===== config.mk =====
export PLATFORM = sky130hd
export DESIGN_NAME = cd_spi2csr
export DESIGN_NICKNAME = d
export VERILOG_FILES = /design/src/rtl/cd_spi2csr.sv
export SDC_FILE = /design/constraint.sdc
export NUM_CORES = 1
export LEC_CHECK = 0
export ABC_AREA = 1
export BUFFER_PORTS_ARGS = -buffer_cell sky130_fd_sc_hd__buf_4
export CAP_MARGIN = 20
export CORE_AREA = 2 2 67 69
export DETAILED_ROUTE_END_ITERATION = 8
export DIE_AREA = 0 0 69 71
export PLACE_DENSITY = 0.72
export SETUP_SLACK_MARGIN = 0.15
export SLEW_MARGIN = 0
export SYNTH_ARGS = -nofsm -noshare
export SYNTH_HDL_FRONTEND = slang
export SYNTH_SLANG_ARGS = --single-unit
export TNS_END_PERCENT = 5

===== constraint.sdc =====
create_clock -name clk -period 1.5 [get_ports clk]
set_clock_uncertainty 0.15 [all_clocks]
set_input_delay 0.15 -clock clk [delete_from_list [all_inputs] [get_ports clk]]
set_output_delay 0.15 -clock clk [all_outputs]
set_load 0.05 [all_outputs]

===== src/rtl/cd_spi2csr.sv =====
// cd_spi2csr: SPI mode-0 slave that turns host frames into CDBUS CSR accesses.
// A command byte selects read/write and a fixed 5-bit address; following bytes
// are written, or read back with one-byte prefetch, on that address.
module cd_spi2csr #(
  parameter int unsigned SYNC_STAGES = 2
) (
  input  logic       clk,
  input  logic       reset_n,
  input  logic       spi_sclk,
  input  logic       spi_mosi,
  input  logic       spi_nss,
  output logic       spi_miso,
  output logic       spi_miso_oe,
  output logic       chip_select,
  output logic [4:0] csr_address,
  output logic       csr_read,
  input  logic [7:0] csr_readdata,
  output logic       csr_write,
  output logic [7:0] csr_writedata
);

  typedef enum logic [1:0] {IDLE, CMD, WDATA, RDATA} state_t;

  state_t state, state_next;

  logic [SYNC_STAGES-1:0] sclk_sr, mosi_sr, nss_sr, fill_sr;
  logic       sclk_sync, mosi_sync, nss_sync, sclk_prev;
  logic       armed;
  logic [2:0] bit_cnt;
  logic [7:0] rx_shift, tx_shift;
  logic       rise, fall, byte_done;
  logic       write_fire, read_fire;

  assign sclk_sync = sclk_sr[SYNC_STAGES-1];
  assign mosi_sync = mosi_sr[SYNC_STAGES-1];
  assign nss_sync  = nss_sr[SYNC_STAGES-1];

  assign rise      = sclk_sync & ~sclk_prev & ~nss_sync;
  assign fall      = ~sclk_sync & sclk_prev & ~nss_sync;
  assign byte_done = rise & (bit_cnt == 3'd7);

  // MISO follows the top of the transmit shifter while selected
  always_comb begin
    spi_miso = ~nss_sync & tx_shift[7];
  end

  // State register
  always_ff @(posedge clk) begin
    if (!reset_n) state <= IDLE;
    else          state <= state_next;
  end

  // Next-state and strobe decode
  always_comb begin
    state_next = state;
    write_fire = 1'b0;
    read_fire  = 1'b0;
    unique case (state)
      // armed requires a genuine nss high after reset, so a frame already in
      // progress when reset was released is ignored until nss toggles.
      IDLE:  if (armed && !nss_sync) state_next = CMD;
      CMD:   if (byte_done) begin
               // rw bit (command bit 7) sits at rx_shift[6] on the 8th edge
               state_next = rx_shift[6] ? WDATA : RDATA;
               read_fire  = ~rx_shift[6];
             end
      WDATA: write_fire = byte_done;
      RDATA: read_fire  = byte_done;
      default: state_next = IDLE;
    endcase
    if (state != IDLE && nss_sync) begin
      state_next = IDLE;
      write_fire = 1'b0;
      read_fire  = 1'b0;
    end
  end

  // Synchronizers, shifters, and registered outputs
  always_ff @(posedge clk) begin
    if (!reset_n) begin
      sclk_sr       <= '0;
      mosi_sr       <= '0;
      nss_sr        <= '1;
      fill_sr       <= '0;
      sclk_prev     <= 1'b0;
      armed         <= 1'b0;
      bit_cnt       <= '0;
      rx_shift      <= '0;
      tx_shift      <= '0;
      spi_miso_oe   <= 1'b0;
      chip_select   <= 1'b0;
      csr_address   <= '0;
      csr_read      <= 1'b0;
      csr_write     <= 1'b0;
      csr_writedata <= '0;
    end else begin
      sclk_sr     <= {sclk_sr[SYNC_STAGES-2:0], spi_sclk};
      mosi_sr     <= {mosi_sr[SYNC_STAGES-2:0], spi_mosi};
      nss_sr      <= {nss_sr[SYNC_STAGES-2:0], spi_nss};
      // fill_sr marks when the nss chain holds only post-reset samples
      fill_sr     <= {fill_sr[SYNC_STAGES-2:0], 1'b1};
      sclk_prev   <= sclk_sync;
      armed       <= armed | (fill_sr[SYNC_STAGES-1] & nss_sync);
      spi_miso_oe <= ~nss_sync;
      chip_select <= (state_next != IDLE);
      csr_write   <= write_fire;
      csr_read    <= read_fire;
      if (write_fire)
        csr_writedata <= {rx_shift[6:0], mosi_sync};
      if (state == CMD && byte_done)
        csr_address <= {rx_shift[3:0], mosi_sync};
      if (state_next == IDLE) begin
        bit_cnt  <= '0;
        rx_shift <= '0;
        tx_shift <= '0;
      end else if (state != IDLE) begin
        if (rise) begin
          rx_shift <= {rx_shift[6:0], mosi_sync};
          bit_cnt  <= bit_cnt + 3'd1;
        end
        // A byte just loaded at a boundary must not be shifted by the
        // falling edge that follows the boundary rise (bit_cnt is 0 then).
        if (csr_read)
          tx_shift <= csr_readdata;
        else if (fall && bit_cnt != 3'd0)
          tx_shift <= {tx_shift[6:0], 1'b0};
      end
    end
  end

endmodule


==> flow_summary.json, run 1 <==
{
  "outcome": "finished with violations",
  "failed_checks": "setup timing",
  "cp_max_fo": 7,
  "final_common_cell": "nand2_1",
  "globalplace.congestion": 0.8868,
  "switching_power_mw": 0.4607,
  "finalSetupViolCount": 7,
  "num_rows": 24,
  "reg2reg_slack_ns": -0.02,
  "track_usage_pct": 16.15,
  "antenna_found_initial": 0,
  "async_reset_ff_share_pct": 0,
  "fin_crit_ns": 1.522,
  "clkTransAtPathRegs_ns": 0.08,
  "die_y_um": 71,
  "place_ws_ns": 0.0009935,
  "worst_pin_slew_ns": 0.4315,
  "min_period_over_period_pct": 101.5,
  "fin_area_um2": 2570,
  "drt-met1-wl_um": 1907,
  "syn_nets": 288,
  "clk_latency_ns": 0.29,
  "diodes": 0,
  "die_x_um": 69,
  "dp_hpwl_um": 2608,
  "portBuffers": 30,
  "timing.fmax_ghz": 0.6569,
  "syn_area_um2": 1987,
  "wl_per_cell_um": 10.70,
  "grt_overflow": 0,
  "drcViolationCount": 0,
  "power_density_nw_per_um2": 870.7,
  "ir_drop_mv": 0.5833,
  "cp-start-kind": "flip-flop",
  "top_layer": "met4",
  "fin_cells": 370,
  "total_power_mw": 2.238,
  "grt_pass1_vias": 1460,
  "p_seq_share_pct": 56.6,
  "root_buffer": "clkbuf_8",
  "maxCapViolCount": 0,
  "arrival_ns": 1.56,
  "critPathTopFamily": "flip-flops",
  "synth_area_per_cell_um2": 7.305,
  "final_cell_mix": "nand2_1 (68), dfxtp_1 (42), inv_1 (40)",
  "setup_slack_ns": -0.02219,
  "final_hold_viol_count": 0,
  "p_int_mw": 1.777,
  "cp.depth": 8,
  "area_delta_synth_final_pct": 29.34,
  "ys_seq_area_share_pct": 47.36,
  "critPathMaxStageDelay_ns": 0.33,
  "crit_path_cell_trace": "buf_6 -> ha_4 -> ha_4 -> nand4_1 -> nand2_1 -> nand2_2 -> buf_6 -> a21oi_2",
  "r2r.worst_path.cells": 8,
  "end_kind": "flip-flop",
  "ys_seq_elements": 47,
  "drive_above_1_share_pct": 31.76,
  "syn_inst": 272,
  "dr_wl_met2_um": 1810,
  "dpl.cell_count": 353,
  "final_nets": 333,
  "pwr-share-clk_pct": 39.3,
  "io_pins": 31,
  "clock-sinks": 47,
  "crit_slowest_cell": "dfxtp_2",
  "num_vias": 1678,
  "p_sw_share_pct": 20.59,
  "path_buf_inv": 2,
  "grt_max_degree": 23,
  "ys_types": 24,
  "yosys_warnings": 0,
  "p_leak_nw": 1.241,
  "initial_core_util_pct": 47.26,
  "critical_path_class": "flip-flop to flip-flop",
  "synth_flop_cell": "dfxtp_1",
  "core-area_um2": 4204,
  "wl_um": 3960,
  "synth-edff-count": 0,
  "crit_required_ns": 1.54,
  "cts_buffers": 5,
  "drt-initial-drc-count": 92,
  "ant_nets": 0,
  "viasPerCell": 4.535,
  "setup_tns_ns": -0.1075,
  "slew_headroom_pct": 71.01,
  "min_path_type": "primary input to flip-flop",
  "final_max_slew_viol_count": 0,
  "cts_buffer_depth": 2,
  "rsz0062_at_grt": "true",
  "wl_met3_um": 173,
  "placed_area_um2": 2318,
  "combPwrFrac_pct": 4.1,
  "drt_first_pass_iters": 4,
  "cts_tree": "yes",
  "die_area_um2": 4899,
  "whs_path_depth": 3,
  "htreeDepth": 2,
  "grt_pass1_wl_um": 6465
}
==> what timing repair did <==
action,in CTS,in global routing
pin swaps,7,14
hold endpoints to repair,4,0
endpoints found under the setup margin,34,37
hold buffers,4,0
gates cloned,2,0
setup buffers,3,0
gates resized for setup,12,14
==> power by group through the flow <==
stage | registers (mW) | clock network (mW) | logic (mW)
after global placement | 1.30 | 0 | 0.0778
after CTS | 1.27 | 0.907 | 0.0893
after global routing | 1.27 | 0.957 | 0.101
final | 1.27 | 0.880 | 0.0907
after floorplan | 1.30 | 0 | 0.0389
after detailed placement | 1.30 | 0 | 0.0793
==> sequential cells by signal, summed over array words and instances (netlist names) <==
name,count
csr_writedata,8
tx_shift,8
rx_shift,7
csr_address,5
bit_cnt,3
fill_sr,2
mosi_sr,2
nss_sr,2
sclk_sr,2
state,2
armed,1
chip_select,1
csr_read,1
csr_write,1
sclk_prev,1
spi_miso_oe,1
==> cells by family after synthesis <==
logic type | after synthesis | share of synthesized area, %
AO/OA/AOI/OAI | 32 | 10.08
AND/OR/NAND/NOR | 135 | 29.53
flip-flops | 47 | 47.36
buffers and inverters | 55 | 11.15
adder cells (fa/ha/maj) | 3 | 1.889
==> Yosys cell counts (2+ instances only) <==
cell	number	share of area, %
nand2_2	8	2.5
nand2_1	72	14
dfxtp_1	47	47
a21oi_2	9	4.0
nor2_4	3	1.7
nor2_2	2	0.63
inv_2	4	0.76
clkbuf_1	2	0.38
o21ai_0	19	4.8
ha_1	3	1.9
nand4_1	2	0.63
or2_2	2	0.63
buf_2	2	0.50
a21oi_1	2	0.50
nand3_1	11	2.8
inv_1	44	8.3
nor2_1	33	6.2
==> tightest hold or removal path, delay by kind of cell <==
kind / cells / cell delay (ns)
and+or+nand+nor: 1 / 0.08
buffers and inverters: 2 / 0.22
==> path summary, 6_finish.rpt <==
path,startpoint,to
worst max-delay path,bit_cnt[0]$_SDFFE_PP0P_,bit_cnt[0]$_SDFFE_PP0P_
worst min-delay path,reset_n,sclk_sr[0]$_SDFF_PN0_
worst max register to register,bit_cnt[0]$_SDFFE_PP0P_,bit_cnt[0]$_SDFFE_PP0P_
worst min register to register,mosi_sr[0]$_SDFF_PN0_,mosi_sr[1]$_SDFF_PN0_
==> through the flow <==
step	util [%]	hold WS, ns
after floorplan	-	0.02772
after global placement	55.15	0.1817
after detailed placement	55.15	0.1865
after CTS	60.33	0.02282
after global routing	61.13	0.03519
final	61.13	0.03990
==> routing by layer <==
layer  GRT usage (%)  vias to the layer above
li1                -                      907
met5               0                        -
met2           25.32                       29
met4           6.536                        0
met1           21.67                      736
met3           3.704                        6
==> layout make-up <==
| cell class | instances | area [um2] |
|---|---|---|
| clock buffer | 7 | 107.6 |
| inverter | 49 | 188.9 |
| multi-input combinational | 172 | 909.6 |
| fill | 384 | 1634 |
| timing repair buffer | 42 | 344.1 |
| sequential | 47 | 949.7 |
| tap | 52 | 65.06 |
| clock inverter | 1 | 5.005 |
No activity file was read; power rests on OpenSTA's default activity.
==> run 2, diff against run 1 <==
==> constraint.sdc (replaced) <==
create_clock -name clk -period 1.5 [get_ports clk]
set_clock_uncertainty 0.15 [all_clocks]
set_input_delay 0.225 -clock clk [delete_from_list [all_inputs] [get_ports clk]]
set_output_delay 0.225 -clock clk [all_outputs]
set_load 0.05 [all_outputs]
==> run 2 against run 1 <==
Highest routed layer unchanged; critical path depth down 1; clock power is 22% higher; die area is the same; core utilization is 0.39 points higher; the flow now finishes without violations; critical endpoint is now csr_writedata[2]$_SDFFE_PN0P_.
==> flow_summary.json, run 2 (synthesized netlist as in run 1, its figures left out) <==
{
  "multiInputGateArea_um2": 933.4,
  "critPathTopFamily": "flip-flops",
  "crit_path_cell_trace": "ha_4 -> ha_4 -> inv_2 -> nor2_4 -> nand2_2 -> o21ai_2 -> nor2_1",
  "grt_pass1_wl_um": 6430,
  "initial_core_util_pct": 47.26,
  "cp_max_fo": 5,
  "clock-sinks": 47,
  "final_max_slew_viol_count": 0,
  "track_usage_pct": 16.62,
  "pwr-share-clk_pct": 44.1,
  "die_x_um": 69,
  "final_common_cell": "nand2_1",
  "p_seq_share_pct": 52.1,
  "crit_slowest_cell": "dfxtp_4",
  "rsz0062_at_grt": "true",
  "viasPerCell": 4.657,
  "p_sw_share_pct": 18.95,
  "fin_cells": 367,
  "crit_required_ns": 1.55,
  "path_buf_inv": 1,
  "regArea_um2": 955.9,
  "cts_buffer_depth": 2,
  "htreeDepth": 2,
  "switching_power_mw": 0.4597,
  "wl_um": 3852,
  "ant_nets": 0,
  "setup_tns_ns": 0,
  "power_density_nw_per_um2": 938.0,
  "outcome": "completed",
  "diodes": 0,
  "area_delta_synth_final_pct": 30.16,
  "final_nets": 330,
  "timing.fmax_ghz": 0.6851,
  "final_hold_viol_count": 0,
  "grt_pass1_vias": 1515,
  "worst_pin_slew_ns": 0.3511,
  "core-area_um2": 4204,
  "grt_overflow": 0,
  "clkTransAtPathRegs_ns": 0.08,
  "cts_tree": "yes",
  "critPathMaxStageDelay_ns": 0.38,
  "min_path_type": "primary input to flip-flop",
  "drcViolationCount": 0,
  "fin_area_um2": 2586,
  "cp_common_cell": "ha_4",
  "total_power_mw": 2.426,
  "min-delay-start": "reset_n",
  "dpl.cell_count": 354,
  "globalplace.congestion": 0.8426,
  "die_y_um": 71,
  "placed_area_um2": 2300,
  "combPwrFrac_pct": 3.7,
  "grt_max_degree": 23,
  "cp-start-kind": "flip-flop",
  "reg_top3": "csr_writedata: 8 flops, tx_shift: 8 flops, rx_shift: 7 flops",
  "finalSetupViolCount": 0,
  "num_vias": 1709,
  "portBuffers": 30,
  "dp_hpwl_um": 2599,
  "min_period_over_period_pct": 97.31,
  "maxCapViolCount": 0,
  "io_pins": 31,
  "end_kind": "flip-flop",
  "fin_crit_ns": 1.460,
  "p_leak_nw": 1.237,
  "wl_per_cell_um": 10.50,
  "drt-initial-drc-count": 97,
  "ir_drop_mv": 0.5364,
  "clk_latency_ns": 0.30,
  "p_int_mw": 1.966,
  "final_cell_mix": "nand2_1 (67), dfxtp_1 (41), inv_1 (38)",
  "slew_headroom_pct": 76.51,
  "drive_above_1_share_pct": 33.65,
  "fillCellCount": 394,
  "r2r_start": "bit_cnt[0]$_SDFFE_PP0P_",
  "arrival_ns": 1.51,
  "die_area_um2": 4899,
  "root_buffer": "clkbuf_8",
  "setup_slack_ns": 0.04036,
  "drt_first_pass_iters": 4,
  "critical_path_class": "flip-flop to flip-flop",
  "antenna_found_initial": 0,
  "crit_path_start": "bit_cnt[0]$_SDFFE_PP0P_",
  "place_ws_ns": -0.02223,
  "cts_buffers": 5,
  "num_rows": 24
}
-- run 2: worst reg2reg max path, stage by stage (launching register included) --
cell,delay (ns)
dfxtp_4,0.38
ha_4,0.14
ha_4,0.14
inv_2,0.04
nor2_4,0.18
nand2_2,0.14
o21ai_2,0.16
nor2_1,0.05
-- run 2: per-layer routing --
layer	vias up	global-route usage, %	routed length, um	share of wire [%]
li1	905	-	-	-
met1	763	20.54	1782	46
met2	35	26.82	1804	47
met3	6	4.843	188	4.9
met4	0	7.843	76	2.0
met5	-	0	0	0
-- run 2: power groups by stage --
stage,registers [mW],clock network (mW),logic (mW)
3_5_place_dp,1.30,0,0.0803
6_report,1.26,1.07,0.0905
2_1_floorplan,1.30,0,0.0380
4_1_cts,1.27,1.09,0.0876
5_1_grt,1.27,1.16,0.101
3_3_place_gp,1.30,0,0.0789
-- run 2: final timing paths --
| check | end | cells past startpoint | slack (ns) |
|---|---|---|---|
| setup / recovery | csr_writedata[2]$_SDFFE_PN0P_ | 7 | 0.04 |
| hold / removal | fill_sr[0]$_DFF_P_ | 1 | 0.05 |
| setup reg to reg | csr_writedata[2]$_SDFFE_PN0P_ | 7 | 0.04 |
| hold reg to reg | mosi_sr[1]$_SDFF_PN0_ | 2 | 0.27 |
-- run 2: stage by stage --
step / util, % / hold slack, ns
after floorplan: - / 0.1027
after global placement: 54.70 / 0.2429
after detailed placement: 54.70 / 0.2490
after CTS: 59.35 / 0.03913
after global routing: 61.52 / 0.03979
final: 61.52 / 0.05105
-- run 2: final cells by class --
| cell class | count | area share [%] |
|---|---|---|
| tap | 52 | 2.516 |
| sequential | 47 | 36.96 |
| inverter | 49 | 7.402 |
| clock inverter | 2 | 2.322 |
| clock buffer | 6 | 2.806 |
| multi-input combinational | 172 | 36.09 |
| timing repair buffer | 39 | 11.90 |
-- run 2: repair_timing --
| item | CTS | global route |
|---|---|---|
| cloned | 1 | 1 |
| hold buffers | 3 | 0 |
| pin swaps | 3 | 15 |
| endpoints found under the hold margin | 3 | 0 |
| setup endpoints to repair | 37 | 37 |
| gates resized for setup | 19 | 28 |
| setup buffers | 0 | 0 |
